[src/rtl/arm_mc_ctrl_pkg.sv]
// Shared encodings for the ARM-subset multi-cycle controller and the datapath mux decoders.
package arm_ctrl_pkg;

   typedef enum logic [3:0] {
      RST_S   = 4'd0,
      FETCH   = 4'd1,
      DECODE  = 4'd2,
      EX_DP   = 4'd3,
      EX_BR   = 4'd4,
      EX_BX   = 4'd5,
      MEM_RD  = 4'd6,
      MEM_WR  = 4'd7,
      BASE_WB = 4'd8,
      SWP_RD  = 4'd9,
      SWP_WR  = 4'd10,
      UND     = 4'd11
   } state_e;

   localparam logic [1:0] PC_SRC_INC  = 2'd0;
   localparam logic [1:0] PC_SRC_BR   = 2'd1;
   localparam logic [1:0] PC_SRC_RM   = 2'd2;

   localparam logic [1:0] REG_DST_RD  = 2'd0;
   localparam logic [1:0] REG_DST_LR  = 2'd1;
   localparam logic [1:0] REG_DST_RN  = 2'd2;

   localparam logic [1:0] WB_SRC_ALU  = 2'd0;
   localparam logic [1:0] WB_SRC_MEM  = 2'd1;
   localparam logic [1:0] WB_SRC_PC4  = 2'd2;

endpackage

[src/rtl/arm_mc_ctrl_if.sv]
// Decoder/memory-side signal bundle between the control FSM (master) and the datapath (slave).
interface arm_mc_ctrl_if;

   logic       cmd_b, cmd_bl, cmd_bx, cmd_ldr, cmd_str, cmd_swp;
   logic       und_ins, cond_ok, ttcc, s_bit, p_bit, w_bit;
   logic       mem_ready;

   logic       ir_write, pc_write, reg_write, flag_write;
   logic [1:0] pc_src, reg_dst, wb_src;
   logic       mem_req, mem_we, mem_addr_src;
   logic       und_trap, bus_err, busy;

   modport master (
      input  cmd_b, cmd_bl, cmd_bx, cmd_ldr, cmd_str, cmd_swp,
      input  und_ins, cond_ok, ttcc, s_bit, p_bit, w_bit, mem_ready,
      output ir_write, pc_write, pc_src, reg_write, reg_dst, wb_src, flag_write,
      output mem_req, mem_we, mem_addr_src, und_trap, bus_err, busy
   );

   modport slave (
      output cmd_b, cmd_bl, cmd_bx, cmd_ldr, cmd_str, cmd_swp,
      output und_ins, cond_ok, ttcc, s_bit, p_bit, w_bit, mem_ready,
      input  ir_write, pc_write, pc_src, reg_write, reg_dst, wb_src, flag_write,
      input  mem_req, mem_we, mem_addr_src, und_trap, bus_err, busy
   );

endinterface

[src/rtl/arm_mc_ctrl_watchdog.sv]
// Per-access wait-state counter; flags the wait cycle in which the count reaches MAX_WAIT.
module arm_mem_watchdog #(
   parameter int unsigned MAX_WAIT = 255,
   parameter int unsigned WCNT_W   = 8
) (
   input  logic clk,
   input  logic rst,
   input  logic clr_i,
   input  logic req_i,
   input  logic ready_i,
   output logic timeout_o
);

   logic [WCNT_W-1:0] cnt_q, cnt_d;

   // A ready in the final wait cycle masks the timeout.
   assign timeout_o = req_i & ~ready_i & (cnt_q == WCNT_W'(MAX_WAIT - 1));

   always_comb begin
      cnt_d = cnt_q;
      if (clr_i)
         cnt_d = '0;
      else if (req_i && !ready_i)
         cnt_d = cnt_q + WCNT_W'(1);
   end

   always_ff @(posedge clk or posedge rst) begin
      if (rst)
         cnt_q <= '0;
      else
         cnt_q <= cnt_d;
   end

endmodule

[src/rtl/arm_mc_ctrl.sv]
// Multi-cycle control FSM: fetch, decode, execute, memory and write-back sequencing.
module arm_mc_ctrl
   import arm_ctrl_pkg::*;
#(
   parameter int unsigned MAX_WAIT = 255,
   parameter int unsigned WCNT_W   = 8
) (
   input  logic          clk,
   input  logic          rst,
   arm_mc_ctrl_if.master bus_io
);

   state_e state_q, state_d;
   logic   req, timeout, wd_clr;
   logic   rdy, base_wb;

   assign rdy     = bus_io.mem_ready;
   assign base_wb = bus_io.w_bit | ~bus_io.p_bit;
   assign req     = (state_q == FETCH)  || (state_q == MEM_RD) || (state_q == MEM_WR) ||
                    (state_q == SWP_RD) || (state_q == SWP_WR);
   // Any state change enters a fresh access; a FETCH timeout re-enters FETCH itself.
   assign wd_clr  = (state_d != state_q) | timeout;

   arm_mem_watchdog #(.MAX_WAIT(MAX_WAIT), .WCNT_W(WCNT_W)) u_wdog (
      .clk       (clk),
      .rst       (rst),
      .clr_i     (wd_clr),
      .req_i     (req),
      .ready_i   (rdy),
      .timeout_o (timeout)
   );

   always_ff @(posedge clk or posedge rst) begin
      if (rst)
         state_q <= RST_S;
      else
         state_q <= state_d;
   end

   always_comb begin
      state_d = state_q;
      case (state_q)
         RST_S:  state_d = FETCH;
         FETCH:  if (rdy) state_d = DECODE;
         DECODE: begin
            if (!bus_io.cond_ok)                    state_d = FETCH;
            else if (bus_io.und_ins)                state_d = UND;
            else if (bus_io.cmd_bx)                 state_d = EX_BX;
            else if (bus_io.cmd_b || bus_io.cmd_bl) state_d = EX_BR;
            else if (bus_io.cmd_ldr)                state_d = MEM_RD;
            else if (bus_io.cmd_str)                state_d = MEM_WR;
            else if (bus_io.cmd_swp)                state_d = SWP_RD;
            else                                    state_d = EX_DP;
         end
         MEM_RD, MEM_WR: begin
            if (rdy)          state_d = base_wb ? BASE_WB : FETCH;
            else if (timeout) state_d = FETCH;
         end
         SWP_RD: begin
            if (rdy)          state_d = SWP_WR;
            else if (timeout) state_d = FETCH;
         end
         SWP_WR: if (rdy || timeout) state_d = FETCH;
         default: state_d = FETCH;
      endcase
   end

   always_comb begin
      bus_io.ir_write     = 1'b0;
      bus_io.pc_write     = 1'b0;
      bus_io.pc_src       = PC_SRC_INC;
      bus_io.reg_write    = 1'b0;
      bus_io.reg_dst      = REG_DST_RD;
      bus_io.wb_src       = WB_SRC_ALU;
      bus_io.flag_write   = 1'b0;
      bus_io.mem_req      = req;
      bus_io.mem_we       = 1'b0;
      bus_io.mem_addr_src = 1'b0;
      bus_io.und_trap     = 1'b0;
      bus_io.bus_err      = timeout;
      bus_io.busy         = (state_q != RST_S) && (state_q != FETCH);
      case (state_q)
         FETCH: begin
            bus_io.ir_write = rdy;
            bus_io.pc_write = rdy;
         end
         EX_DP: begin
            bus_io.reg_write  = ~bus_io.ttcc;
            bus_io.flag_write = bus_io.s_bit;
         end
         EX_BR: begin
            bus_io.pc_write  = 1'b1;
            bus_io.pc_src    = PC_SRC_BR;
            bus_io.reg_write = bus_io.cmd_bl;
            bus_io.reg_dst   = REG_DST_LR;
            bus_io.wb_src    = WB_SRC_PC4;
         end
         EX_BX: begin
            bus_io.pc_write = 1'b1;
            bus_io.pc_src   = PC_SRC_RM;
         end
         MEM_RD, SWP_WR: begin
            bus_io.mem_we       = (state_q == SWP_WR);
            bus_io.mem_addr_src = 1'b1;
            bus_io.reg_write    = rdy;
            bus_io.wb_src       = WB_SRC_MEM;
         end
         MEM_WR: begin
            bus_io.mem_we       = 1'b1;
            bus_io.mem_addr_src = 1'b1;
         end
         SWP_RD: bus_io.mem_addr_src = 1'b1;
         BASE_WB: begin
            bus_io.reg_write = 1'b1;
            bus_io.reg_dst   = REG_DST_RN;
         end
         UND: bus_io.und_trap = 1'b1;
         default: ;
      endcase
   end

endmodule
[src/flat_wrapper.sv]
// flat-port wrapper written by rule: the top's interface ports become plain ports
module arm_mc_ctrl_flat import arm_ctrl_pkg::*;
#(
   parameter int unsigned MAX_WAIT = 255,
   parameter int unsigned WCNT_W   = 8
)
  (clk, rst, bus_io_cmd_b, bus_io_cmd_bl, bus_io_cmd_bx, bus_io_cmd_ldr, bus_io_cmd_str, bus_io_cmd_swp, bus_io_und_ins, bus_io_cond_ok, bus_io_ttcc, bus_io_s_bit, bus_io_p_bit, bus_io_w_bit, bus_io_mem_ready, bus_io_ir_write, bus_io_pc_write, bus_io_pc_src, bus_io_reg_write, bus_io_reg_dst, bus_io_wb_src, bus_io_flag_write, bus_io_mem_req, bus_io_mem_we, bus_io_mem_addr_src, bus_io_und_trap, bus_io_bus_err, bus_io_busy);
  arm_mc_ctrl_if bus_io_i ();
  input  logic clk;
  input  logic rst;
  input wire logic [$bits(bus_io_i.cmd_b)-1:0] bus_io_cmd_b;
  input wire logic [$bits(bus_io_i.cmd_bl)-1:0] bus_io_cmd_bl;
  input wire logic [$bits(bus_io_i.cmd_bx)-1:0] bus_io_cmd_bx;
  input wire logic [$bits(bus_io_i.cmd_ldr)-1:0] bus_io_cmd_ldr;
  input wire logic [$bits(bus_io_i.cmd_str)-1:0] bus_io_cmd_str;
  input wire logic [$bits(bus_io_i.cmd_swp)-1:0] bus_io_cmd_swp;
  input wire logic [$bits(bus_io_i.und_ins)-1:0] bus_io_und_ins;
  input wire logic [$bits(bus_io_i.cond_ok)-1:0] bus_io_cond_ok;
  input wire logic [$bits(bus_io_i.ttcc)-1:0] bus_io_ttcc;
  input wire logic [$bits(bus_io_i.s_bit)-1:0] bus_io_s_bit;
  input wire logic [$bits(bus_io_i.p_bit)-1:0] bus_io_p_bit;
  input wire logic [$bits(bus_io_i.w_bit)-1:0] bus_io_w_bit;
  input wire logic [$bits(bus_io_i.mem_ready)-1:0] bus_io_mem_ready;
  output wire logic [$bits(bus_io_i.ir_write)-1:0] bus_io_ir_write;
  output wire logic [$bits(bus_io_i.pc_write)-1:0] bus_io_pc_write;
  output wire logic [$bits(bus_io_i.pc_src)-1:0] bus_io_pc_src;
  output wire logic [$bits(bus_io_i.reg_write)-1:0] bus_io_reg_write;
  output wire logic [$bits(bus_io_i.reg_dst)-1:0] bus_io_reg_dst;
  output wire logic [$bits(bus_io_i.wb_src)-1:0] bus_io_wb_src;
  output wire logic [$bits(bus_io_i.flag_write)-1:0] bus_io_flag_write;
  output wire logic [$bits(bus_io_i.mem_req)-1:0] bus_io_mem_req;
  output wire logic [$bits(bus_io_i.mem_we)-1:0] bus_io_mem_we;
  output wire logic [$bits(bus_io_i.mem_addr_src)-1:0] bus_io_mem_addr_src;
  output wire logic [$bits(bus_io_i.und_trap)-1:0] bus_io_und_trap;
  output wire logic [$bits(bus_io_i.bus_err)-1:0] bus_io_bus_err;
  output wire logic [$bits(bus_io_i.busy)-1:0] bus_io_busy;
  assign bus_io_i.cmd_b = bus_io_cmd_b;
  assign bus_io_i.cmd_bl = bus_io_cmd_bl;
  assign bus_io_i.cmd_bx = bus_io_cmd_bx;
  assign bus_io_i.cmd_ldr = bus_io_cmd_ldr;
  assign bus_io_i.cmd_str = bus_io_cmd_str;
  assign bus_io_i.cmd_swp = bus_io_cmd_swp;
  assign bus_io_i.und_ins = bus_io_und_ins;
  assign bus_io_i.cond_ok = bus_io_cond_ok;
  assign bus_io_i.ttcc = bus_io_ttcc;
  assign bus_io_i.s_bit = bus_io_s_bit;
  assign bus_io_i.p_bit = bus_io_p_bit;
  assign bus_io_i.w_bit = bus_io_w_bit;
  assign bus_io_i.mem_ready = bus_io_mem_ready;
  assign bus_io_ir_write = bus_io_i.ir_write;
  assign bus_io_pc_write = bus_io_i.pc_write;
  assign bus_io_pc_src = bus_io_i.pc_src;
  assign bus_io_reg_write = bus_io_i.reg_write;
  assign bus_io_reg_dst = bus_io_i.reg_dst;
  assign bus_io_wb_src = bus_io_i.wb_src;
  assign bus_io_flag_write = bus_io_i.flag_write;
  assign bus_io_mem_req = bus_io_i.mem_req;
  assign bus_io_mem_we = bus_io_i.mem_we;
  assign bus_io_mem_addr_src = bus_io_i.mem_addr_src;
  assign bus_io_und_trap = bus_io_i.und_trap;
  assign bus_io_bus_err = bus_io_i.bus_err;
  assign bus_io_busy = bus_io_i.busy;
  arm_mc_ctrl #(.MAX_WAIT(MAX_WAIT), .WCNT_W(WCNT_W)) u_core (.clk(clk), .rst(rst), .bus_io(bus_io_i));
endmodule
[config.mk]
export PLATFORM = sky130hd
export DESIGN_NAME = arm_mc_ctrl_flat
export DESIGN_NICKNAME = d
export VERILOG_FILES = /design/src/rtl/arm_mc_ctrl_pkg.sv /design/src/rtl/arm_mc_ctrl_if.sv /design/src/rtl/arm_mc_ctrl_watchdog.sv /design/src/rtl/arm_mc_ctrl.sv /design/src/flat_wrapper.sv
export SDC_FILE = /design/constraint.sdc
export NUM_CORES = 1
export LEC_CHECK = 0
export ABC_AREA = 1
export CAP_MARGIN = 20
export CELL_PAD_IN_SITES_DETAIL_PLACEMENT = 1
export CELL_PAD_IN_SITES_GLOBAL_PLACEMENT = 1
export CORE_MARGIN = 5
export CORE_UTILIZATION = 32
export CTS_CLUSTER_DIAMETER = 100
export CTS_CLUSTER_SIZE = 25
export DETAILED_ROUTE_END_ITERATION = 7
export PLACE_DENSITY = 0.85
export SYNTH_ARGS = -nofsm -noshare
export SYNTH_HDL_FRONTEND = slang
export SYNTH_SLANG_ARGS = --single-unit
[constraint.sdc]
create_clock -name clk -period 2.45 [get_ports clk]
set_clock_uncertainty 0.2 [all_clocks]
set_input_delay 0.245 -clock clk [delete_from_list [all_inputs] [get_ports clk]]
set_output_delay 0.245 -clock clk [all_outputs]
set_load 0.01 [all_outputs]
Word level (Yosys, flattened, before mapping):

Index checks and enable logic that the tools add are counted.

* logic and storage cells: 65
* output and inout port bits: 16
* input port bits: 15
* register bits: 12

* mux-type cells: 26
* bitwise gates (word level): 7
* add/subtract/negate cells: 1
* reductions and logical operators: 15
* eq/ne operators: 14

Operators with widths (number)
* 4-bit 2-to-1 mux: 13
* 4-bit case mux with 5 select lines: 1
* 4-bit by 3-bit equality test with 1-bit output, second input constant: 4
* 4-bit equality test, second input constant: 4
* 8-bit 2-to-1 mux: 2
* 2-bit case mux with 2 select lines: 3
* 8-bit by 1-bit adder with 8-bit output, second input constant: 1
* 4-bit by 2-bit equality test with 1-bit output, second input constant: 2
* 8-bit equality test, second input constant: 1
* 1-bit logical OR: 6
* 2-bit OR reduction: 3
* 4-bit by 1-bit equality test with 1-bit output, second input constant: 1
* 1-bit 2-to-1 mux: 4
* 4-bit by 1-bit != test with 1-bit output, second input constant: 1
* 4-bit != test: 1
* 1-bit case mux with 2 select lines: 2
* 1-bit case mux with 4 select lines: 1
* 4-bit nonzero test: 1
* 4-bit OR reduction: 1
* 1-bit inverter: 3
* 1-bit bitwise AND: 2
* 1-bit logical AND: 2
* 1-bit OR: 2
* 2-bit nonzero test: 1
* 1-bit zero test: 1

Logic depth before layout (Yosys ltp):

Gate-level depths: netlist of the first run.

* depth after elaboration: 13
* depth in mapped cells: 16
* gate-level depth less buffers: 16

Cells and area by module:

Synthesis of the first run repeated with hierarchy kept, for this count alone.

* cells, all modules: 177
* area, all modules: 1131.1 um2

Modules (own cells, without submodules)
* arm_mc_ctrl: area an instance 654.4 um2, seq. area each 100.1 um2, times used 1, cells each 118
* arm_mem_watchdog: area an instance 476.7 um2, seq. area each 200.2 um2, times used 1, cells each 59

Worst setup path after synthesis of the first run:

No wires, ideal clock.

* path kind: register to register
* start: register u_core.state_q[1]
* end: register u_core.u_wdog.cnt_q[2]
* path buffers: 1
* setup time: 120 ps
* clock period less this slack: 1863 ps
* arrival: 1543 ps
* stages on the path, launching flop included: 14
* required time: 2130 ps
* slack: 587 ps
* path through: dfrtp_1 -> clkbuf_8 -> nor2_1 -> nand2_1 -> nand3_1 -> o211ai_1 -> inv_1 -> nand2_2 -> nand2_2 -> nand2_1 -> nand3_1 -> nor2_2 -> nand2_2 -> nor2_1

* cells in the longest elaborated chain, start to end: 13
* elaborated cells on any way between the ends: 25
* those cells by class: eq/ne: 7; mux: 7; bitwise: 3; reduce/logical: 8

RTL lines
* from (decl): line arm_mc_ctrl.sv:13 `state_e state_q, state_d;`
* from (signal assigned): line arm_mc_ctrl.sv:37 `state_q <= state_d;`
* 4-bit by 1-bit equality test with 1-bit output or 4-bit by 3-bit equality test with 1-bit output (tied branches): line arm_mc_ctrl.sv:19, arm_mc_ctrl.sv:42
* 1-bit logical OR (3 in series): line arm_mc_ctrl.sv:19 `assign req = (state_q == FETCH) || (state_q == MEM_RD) || (state_q == MEM_WR) ||`
* 1-bit logical OR: line arm_mc_ctrl.sv:20 `(state_q == SWP_RD) || (state_q == SWP_WR);`
* 1-bit bitwise AND (2 in series): line arm_mc_ctrl_watchdog.sv:17 `assign timeout_o = req_i & ~ready_i & (cnt_q == WCNT_W'(MAX_WAIT - 1));`
* 4-bit 2-to-1 mux or 1-bit logical OR (tied branches): line arm_mc_ctrl.sv:57, arm_mc_ctrl.sv:61, arm_mc_ctrl.sv:63
* 4-bit 2-to-1 mux (on tied branches): line arm_mc_ctrl.sv:60, arm_mc_ctrl.sv:56, arm_mc_ctrl.sv:63
* 4-bit case mux with 5 select lines *: line arm_mc_ctrl.sv:42 `case (state_q)`
* via u_core.state_d[1]: line arm_mc_ctrl.sv:13
* 4-bit != test *: line arm_mc_ctrl.sv:22 `assign wd_clr = (state_d != state_q) | timeout;`
* 1-bit OR *: line arm_mc_ctrl.sv:22
* 8-bit 2-to-1 mux or 2-bit nonzero test (tied branches)
* to (signal assigned): line arm_mc_ctrl_watchdog.sv:31 `cnt_q <= cnt_d;`
* to (decl): line arm_mc_ctrl_watchdog.sv:14 `logic [WCNT_W-1:0] cnt_q, cnt_d;`

The timed path passes the listed nets; every way through them passes the cells marked *.
A chain may end at the register's enable or synchronous reset.

Worst setup path after layout of the first run:

* start: register u_core.state_q[3]
* end: output port bus_io_reg_write

* cells in the longest elaborated chain, start to end: 3
* elaborated cells on any way between the ends: 7
* those cells by class: eq/ne: 5; mux: 1; reduce/logical: 1

RTL lines
* 4-bit equality test or 4-bit by 3-bit equality test with 1-bit output (tied branches): line arm_mc_ctrl.sv:82 `case (state_q)`
* 2-bit OR reduction
* 1-bit case mux with 4 select lines *: line arm_mc_ctrl.sv:82
* to (decl): line flat_wrapper.sv:27 `output wire logic [$bits(bus_io_i.reg_write)-1:0] bus_io_reg_write;`

Mark *: on every way between the ends. The rest lies on a longest branch, timed or not.

==> results by group, run 1 <==
Placement
  – Placed Area: approximately 1400 um^2
  – Gp weighted congestion: approximately 0.80
  – DPL Wire Length: roughly 2.6 mm
  – I/O Buffers: 30
  – Placed instance count: roughly 220

Worst setup path
  – Buffers & Inverters on Critical Path: 2
  – Crit path max-delay cell type: clkdlybuf4s50_1
  – WP data required: 2.01 ns
  – Critical path's top delay family: buffers and inverters
  – Crit path arrival time: approximately 1.9 ns
  – Max stage delay on crit path: approximately 0.48 ns
  – Worst-path fanout max: 4
  – Critical path class: flip-flop to primary output
  – Worst Setup End Kind: primary output
  – CP startpoint kind: flip-flop
  – Crit-path cells: buf_4 -> nand2_2 -> a21boi_2 -> a221oi_2 -> o21ai_1 -> clkdlybuf4s50_1

Floorplan
  – Vert. Die Dim: about 66 um
  – Top Ports: 31
  – FP Rows: 20
  – Die Wd: approximately 66 um
  – Die ar.: roughly 4400 um^2
  – Core box area: about 3000 um^2
  – Initial Util: about 33%

STA
  – Period utilization: a little over nine tenths
  – RSZ-0062 raised after global routing: no
  – Fmax: 434 MHz
  – Worst-Margin Slew: between 0.4 and 0.5 ns
  – Final hold viol count: 0
  – TNS Setup: 0 ns
  – Final Slew Violations: 0
  – Final setup violation count: 0
  – Slew headroom: about two thirds
  – Tmin final: between 2 and 2.5 ns

Global route
  – Initial antenna violation count: 0
  – Largest net degree at the start of global routing: 13
  – Vias in the first global route: about 1100
  – First-pass GRT wire length: ~5 mm
  – GR Overflow Total: 0
  – Total GRT Usage: 14.4%

Logic synthesis
  – Area contributors post-synth: dfrtp_1 29%, nand2_1 12%, nor2_1 9.9%
  – Top-count cell post-synth: nand2_1
  – Ys async rst share: 100%
  – Unique masters post-synth: 30
  – Yosys warns: 0
  – Seq cells post-synth: 12
  – Syn_area_per_cell: just under 7 um^2
  – Top_reg_cell synth: dfrtp_1
  – Post-Syn Nets: 165
  – Mapped Cells: around 150
  – Number of synthesized flops with an enable pin: 0
  – Synth Cell Area: ~1000 um^2
  – Post-synthesis sequential area ratio: ~29%
  – Post-synth top area share: 29.4%
  – Leading post-synthesis cells by instance count: 33 x nand2_1, 27 x nor2_1, 16 x inv_1
  – Synth area leader: dfrtp_1

Clocking
  – Sink Count: 12
  – H-tree lvl count: 1
  – Root Driver: clkbuf_4
  – Clk_lat worst skew: 0.28 ns
  – Clock Pin Slew Worst Setup and Hold Paths: ~0.080 ns
  – Cts bufs inserted: 3
  – CTS tree: built
  – Max Buffers Root-to-Sink: 2

Detailed routing
  – Pre-antenna DRT Iters: 4
  – Antenna viol nets, final: 0
  – DRC: 0
  – Routed WL per cell: between 10 and 15 um
  – DR vias: 1094
  – Initial drt markers: 34
  – Avg Vias per Cell: about 4.8
  – Final wirelength: 3.08 mm

Pwr
  – Tot Pwr: around 1.1 mW
  – Static Leak: about 0.66 nW
  – VDD IR-drop max: 0.380 mV
  – Power Density: between 700 and 800 nW/um^2

Final layout
  – Fin area: between 1000 and 1500 um^2
  – NumNets Final: between 200 and 250
  – Antenna fix cells: 0
  – Layout cells sized above 1: between 20% and 30%
  – Post-route insts no fill: between 200 and 250
  – Final Core Density: roughly 48%
  – Synth-to-Final Area Change: 43.3%

Outcome
  – Status: finished, final reports clean

Hold path
  – Hold WC Path Type: primary input to asynchronous set/reset pin

Run
  – Max-cap viol count: 0
-- per-layer routing --
metal / share of wire (%) / global-route usage, %
met1: 47 / 19.0
met2: 47 / 23.9
met3: 5.5 / 3.54
met4: 0.88 / 2.79
met5: 0 / 0
-- state kept, by name, summed over array words and instances (netlist names) --
signal,count
u_core.state_q,4
u_core.u_wdog.cnt_q,8
-- cell families after synthesis --
family / share of synthesized area (%)
compound gates: 7.35
fa+ha+maj: 2.45
buf+inv: 10.5
xor+xnor: 5.15
simple gates: 45.1
flops: 29.4
-- repair_timing --
action / CTS / global route
hold buffers: 0 / 0
gates resized for setup: 7 / 7
endpoints found under the setup margin: 2 / 1
pin swaps: 0 / 0
buffers inserted: 2 / 0
cloned: 0 / 0
-- cell type report --
type                       count  area (um^2)
inverter                      18         67.6
sequential                    12          302
clock buffer                   4         36.3
multi-input combinational    114          643
timing repair buffer          38          359
tap                           44         55.1
fill                         403         1590
-- cells in the final DEF, fill, tap and decap left out, types with 3 or more instances in the layout --
master	instances
nor2_1	26
inv_1	14
nand4_1	3
o21ai_0	4
nor2_2	4
inv_2	3
clkbuf_4	3
xor2_1	5
buf_4	8
nand2_2	9
dfrtp_1	11
clkdlybuf4s50_1	29
nand2_1	30
nand3_1	12
-- through the flow --
step,hold slack (ns),worst slack (ns)
2_1_floorplan,-0.0903,0.587
3_3_place_gp,0.269,0.113
3_5_place_dp,0.291,0.0689
4_1_cts,0.0717,0.0124
5_1_grt,0.100,0.0108
6_report,0.0735,0.146
-- power by group --
group / internal, mW / switching, mW / leakage [nW]
Clock: 0.0905 / 0.0702 / 0.0210
Combinational: 0.294 / 0.397 / 0.478
Sequential: 0.231 / 0.0426 / 0.161
-- path summary, 6_finish.rpt --
kind,to,start,depth (start not counted),slack (ns)
setup / recovery,bus_io_reg_write,u_core.state_q[3],6,0.15
hold / removal,u_core.u_wdog.cnt_q[5],rst,2,0.07
setup reg to reg,u_core.u_wdog.cnt_q[7],u_core.state_q[1],14,0.31
hold reg to reg,u_core.u_wdog.cnt_q[0],u_core.u_wdog.cnt_q[0],1,0.29
max in group asynchronous,u_core.state_q[0],rst,2,1.63
min in group clk,u_core.u_wdog.cnt_q[0],u_core.u_wdog.cnt_q[0],1,0.29
Note: power is estimated with default switching activity, not from simulation.
==> run 2, diff against run 1 <==
Settings changed: GPL_TIMING_DRIVEN set to 0.
==> run 2 against run 1 <==
Net effect: final area fell by 2.1%; clock power down 4%; total power decreased by 1.7%; non-clock buffer count is 4 lower; critical endpoint is now bus_io_ir_write; critical path depth is 2 lower; sequential power decreased by 7.7%; global-route usage rose by 0.27 points; sequential share of layout area is 0.34 points higher; largest power group unchanged; die area stayed put; count of clock-buffer cells in the layout is the same; cell count down 1.7%; maximum frequency shrank 1.2%.
==> results by group, run 2 (synthesized netlist as in run 1, its figures left out) <==
Detailed routing
  – Routed met3 length: 178 um (+5.3%)
  – Initial drt markers: 30 (-12%)
  – Final wirelength: 3.00 mm (-2.5%)
  – M1 wire length: 1.29 mm (-10%)
  – Routed WL per cell: 13.3 um (-0.78%)
  – Highest metal used: met4
  – DRC: 0 (unchanged)
  – Antenna viol nets, final: 0 (unchanged)
  – Avg Vias per Cell: 4.83 (+1.6%)
  – Pre-antenna DRT Iters: 4 (unchanged)
  – WL met2: 1.52 mm (+5.3%)
  – DR vias: 1092 (-0.18%)

STA
  – Slew headroom: 69.3% (+1.3 points)
  – RSZ-0062 raised after global routing: no
  – Final WS setup: 0.118 ns (-0.0276 ns)
  – Tmin final: 2.33 ns (+0.0276 ns)
  – Final hold viol count: 0 (unchanged)
  – Fmax: 429 MHz (-1.2%)
  – Final setup violation count: 0 (unchanged)
  – Period utilization: 95.2% (+1.1 points)
  – Final Slew Violations: 0 (unchanged)
  – TNS Setup: 0 ns (unchanged)
  – Worst-Margin Slew: 0.459 ns (-0.0202 ns)

Floorplan
  – Initial Util: 33.4% (unchanged)
  – Core box area: 3050 um^2 (unchanged)
  – Die Wd: 66.5 um (unchanged)
  – Vert. Die Dim: 66.5 um (unchanged)
  – FP Rows: 20 (unchanged)
  – Top Ports: 31 (unchanged)
  – Die ar.: 4420 um^2 (unchanged)

Pwr
  – Static Leak: 0.645 nW (-2.3%)
  – VDD IR-drop max: 0.323 mV (-15%)
  – Power Density: 772 nW/um^2 (+0.41%)

Final layout
  – Post-route insts no fill: 226 (-1.7%)
  – Layout cells sized above 1: 16.5% (-4.5 points)
  – Antenna fix cells: 0 (unchanged)
  – NumNets Final: 200 (-2.0%)
  – Commonest non-fill, non-tap cell in the layout: nand2_1
  – Synth-to-Final Area Change: 40.3%
  – Max reg flops: 8 (unchanged)
  – Regs by FF count: u_core.u_wdog.cnt_q (8), u_core.state_q (4)
  – Register name with the most flops: u_core.u_wdog.cnt_q
  – Commonest cells after routing, fill and taps aside: 32 x nand2_1, 28 x clkdlybuf4s50_1, 25 x nor2_1

Run
  – Max-cap viol count: 0 (unchanged)

Worst setup path
  – CP startpoint kind: primary input
  – Max stage delay on crit path: 0.60 ns (+0.12 ns)
  – Crit path arrival time: 1.89 ns (+0.03 ns)
  – Critical path class: primary input to primary output
  – CP Launch Point: bus_io_mem_ready
  – Crit-path cells: clkdlybuf4s50_1 -> clkinvlp_4 -> nor2_1 -> clkdlybuf4s50_1
  – R2R Setup Slk: 0.28 ns (-0.03 ns)
  – R2r worst-path depth: 14 (unchanged)
  – Worst reg2reg startpoint: u_core.state_q[1]
  – RR Endpoint: u_core.u_wdog.cnt_q[3]
  – Worst-path fanout max: 9 (+5)
  – Worst Setup End Kind: primary output
  – Crit path max-delay cell type: clkdlybuf4s50_1
  – WP data required: 2.01 ns (about the same)
  – Crit path top cell by count: clkdlybuf4s50_1

Placement
  – Placed instance count: 222 (-0.89%)
  – I/O Buffers: 30 (unchanged)
  – Gp weighted congestion: 0.826 (+2.7%)
  – DPL Wire Length: 2.62 mm (+0.93%)
  – Place WS: -0.139 ns (-0.208 ns)

Clocking
  – Root Driver: clkbuf_4
  – Max Buffers Root-to-Sink: 2 (unchanged)
  – Sink Count: 12 (unchanged)
  – Clock Pin Slew Worst Setup and Hold Paths: 0.07 ns (about the same)
  – H-tree lvl count: 1 (unchanged)
  – CTS hold repair buffers: 0 (unchanged)
  – Clk_lat worst skew: 0.27 ns (about the same)
  – CTS tree: built
  – Cts bufs inserted: 3 (unchanged)

Global route
  – First-pass GRT wire length: 5.14 mm (+3.0%)
  – Largest net degree at the start of global routing: 13 (unchanged)
  – Initial antenna violation count: 0 (unchanged)
  – GR Overflow Total: 0 (unchanged)
  – Vias in the first global route: 1160 (+7.6%)
  – Total GRT Usage: 14.7% (+0.27 points)

Outcome
  – Status: finished, final reports clean

Hold path
  – Hold WC Path Type: primary input to asynchronous set/reset pin
run 2: report_power, final:
group,internal (mW),switching (mW)
clock,0.0903,0.0636
sequential,0.229,0.0238
combinational,0.282,0.418
total,0.601,0.505
run 2: layout make-up:
cell class | instances | area, um^2
Inverter | 18 | 71.3
Multi-Input combinational cell | 114 | 632
Sequential cell | 12 | 300
Buffer | 4 | 40.0
Tap cell | 44 | 55.1
Timing Repair Buffer | 30 | 298
Fill cell | 408 | 1620
Clock buffer | 4 | 36.3
run 2: how the worst max path moves through the flow:
stage	end	slack (ns)	depth (start not counted)
floorplan	u_core.u_wdog.cnt_q[2]	0.59	13
global placement	u_core.u_wdog.cnt_q[0]	-0.07	12
detailed placement	u_core.u_wdog.cnt_q[6]	-0.14	12
CTS	bus_io_ir_write	0.07	4
global route	bus_io_ir_write	0.0004	4
finish	bus_io_ir_write	0.12	4
run 2: worst max-delay path: cells and delay by family:
family	cells	cell delay, ns
simple gates	1	0.21
buf+inv	3	1.43
run 2: metal layers:
metal,vias to the layer above,global-route usage [%]
li1,542,-
met1,521,17.6
met2,27,26.8
met3,2,3.54
met4,0,2.28
met5,-,0
run 2: stage by stage:
| stage | hold WS [ns] | utilization (%) | instance area, um^2 | power [mW] |
|---|---|---|---|---|
| after global placement | 0.270 | 45.1 | 1380 | 0.923 |
| after global routing | 0.136 | 46.9 | 1430 | 1.20 |
| after detailed placement | 0.295 | 45.1 | 1380 | 0.950 |
| after CTS | 0.0913 | 46.8 | 1430 | 1.13 |
| final | 0.0782 | 46.9 | 1430 | 1.11 |
| after floorplan | -0.0903 | - | 1020 | 0.702 |
run 2: what timing repair did:
item / in CTS / in global routing
endpoints found under the hold margin: 0 / 0
setup endpoints to repair: 4 / 8
resized for setup: 9 / 1
pin swaps: 0 / 0
setup buffers: 0 / 0
==> run 3, diff against run 2 <==
Settings changed: GPL_ROUTABILITY_DRIVEN set to 0.
==> results of run 3 <==
Final layout, timing and power as in run 2 (identical DEF).
==> edit (flow settings as in run 2) <==
Encoding of `state_e`: now Gray code (4 bits for 12 states).
--- a/src/rtl/arm_mc_ctrl_pkg.sv
+++ b/src/rtl/arm_mc_ctrl_pkg.sv
@@ -4,14 +4,14 @@
    typedef enum logic [3:0] {
-      RST_S   = 4'd0,
-      FETCH   = 4'd1,
-      DECODE  = 4'd2,
-      EX_DP   = 4'd3,
-      EX_BR   = 4'd4,
-      EX_BX   = 4'd5,
-      MEM_RD  = 4'd6,
-      MEM_WR  = 4'd7,
-      BASE_WB = 4'd8,
-      SWP_RD  = 4'd9,
-      SWP_WR  = 4'd10,
-      UND     = 4'd11
+      RST_S   = 4'b0000,
+      FETCH   = 4'b0001,
+      DECODE  = 4'b0011,
+      EX_DP   = 4'b0010,
+      EX_BR   = 4'b0110,
+      EX_BX   = 4'b0111,
+      MEM_RD  = 4'b0101,
+      MEM_WR  = 4'b0100,
+      BASE_WB = 4'b1100,
+      SWP_RD  = 4'b1101,
+      SWP_WR  = 4'b1111,
+      UND     = 4'b1110
    } state_e;
Behaviour: same outputs for any inputs over 10 cycles, from zero or initial values and one cycle with rst high; not proved beyond that.
==> edit against run 2 <==
  * First-iteration DRC count is 40% lower
  * Design area down 5.1%
  * Count of clock-buffer cells in the layout decreased by 1
  * Power is 10% higher
  * Synthesized area down 5.3%
  * Core utilization down 1.3 points
  * Sequential power up 17%
  * Die area is 4.5% lower
  * Wire length down 7.7%
  * Clock power down 21%
  * Worst setup slack better by 0.046 ns
  * Fmax grew 2.0%
  * Sequential cell count unchanged
==> edit: results (changes against run 2) <==
Post-DP HPWL - 2.209 mm (-16%)
Final clock-cell share - 0.01656 (-0.008768)
WL per Instance - 12.94 um (-2.5%)
DR vias - 1051 (-3.8%)
Adder-cell area share of the yosys netlist - 0.02587 (+0.001363)
Synth Area in XOR/XNOR - 0.05433 (+0.002863)
Non-clk bufs - 35 (+2.9%)
Placer Congestion - 0.8348 (+1.1%)
Net Count, Synth - 163 (-1.2%)
Syn avg cell area - 6.625 um^2 (-4.0%)
Worst R2R Start - u_core.state_q[2]$_DFF_PP0_
Number of gates resized after cts - 2 (-7)
Fraction of layout cells with a size suffix above 1 - 0.1326 (-0.03224)
First-pass GRT wire length - 4.816 mm (-6.3%)
Reg2Reg Depth - 10 (-4)
Status - finished, final reports clean
Synth Instances - 146 (-1.4%)
FF+latch area - 302.8 um^2 (+0.83%)
DR iter-0 viols - 18 (-40%)
Synth cell count leaders - 36 x nand2_1, 24 x inv_1, 21 x nor2_1
Netlist cell types - 22 (-27%)
Met2 usage - 0.2503 (-0.01734)
#MultiIn Comb - 106 (-7.0%)
Largest cells by area after synthesis - dfrtp_1 31%, nand2_1 14%, inv_1 9.3%, nor2_1 8.2%, nand3_1 6.7%
Post-Layout Cell Count - 214 (-5.3%)
LEAKAGE - 0.7014 nW (+8.7%)
Worst Setup SP - u_core.state_q[1]$_DFF_PP0_
Place WS - 0.1875 ns (+0.3269 ns)
Non-CTS inverters - 25 (+7)
Num sequential - 12 (unchanged)
Non-clock buffer share of cell area - 0.2521 (+0.01626)
Post-synthesis sequential area ratio - 0.3105 (+0.01636)
FF-to-FF setup slack - 0.44 ns (+0.16 ns)
Final instance area - 1360 um^2 (-5.1%)
Multi-input gate area - 556.8 um^2 (-12%)
Gr usage total - 0.1426 (-0.004430)
Cell Area, Placed - 1309 um^2 (-4.9%)
-- edit: cell types whose count changed in the layout (fill, tap and decap cells not counted), sizes merged, moves of 2 or more --
cell | before | now
nand3 | 15 | 19
clkbuf | 5 | 3
buf | 3 | 5
nand3b | 2 | 0
inv | 17 | 25
nor2 | 31 | 23
nand2 | 39 | 37
nor3 | 3 | 5
-- edit: where the power goes --
part           internal [mW]  switching [mW]
Combinational          0.347           0.458
Sequential             0.244          0.0523
Clock                 0.0569          0.0645
Total                  0.648           0.575
-- edit: worst register-to-register path, stage by stage (launching register included) --
cell and delay (ns):
dfrtp_1 0.38, buf_6 0.14, nor2_4 0.15, nand2_1 0.11, nor2_1 0.16, o21ai_1 0.14
nand3_1 0.11, nand3_1 0.07, nor2_1 0.16, nand3_2 0.19, nor2_1 0.14
-- edit: routing by layer --
layer	wire (um)	vias up
met1	1208	486
li1	-	530
met4	39	0
met2	1378	29
met5	0	-
met3	143	6
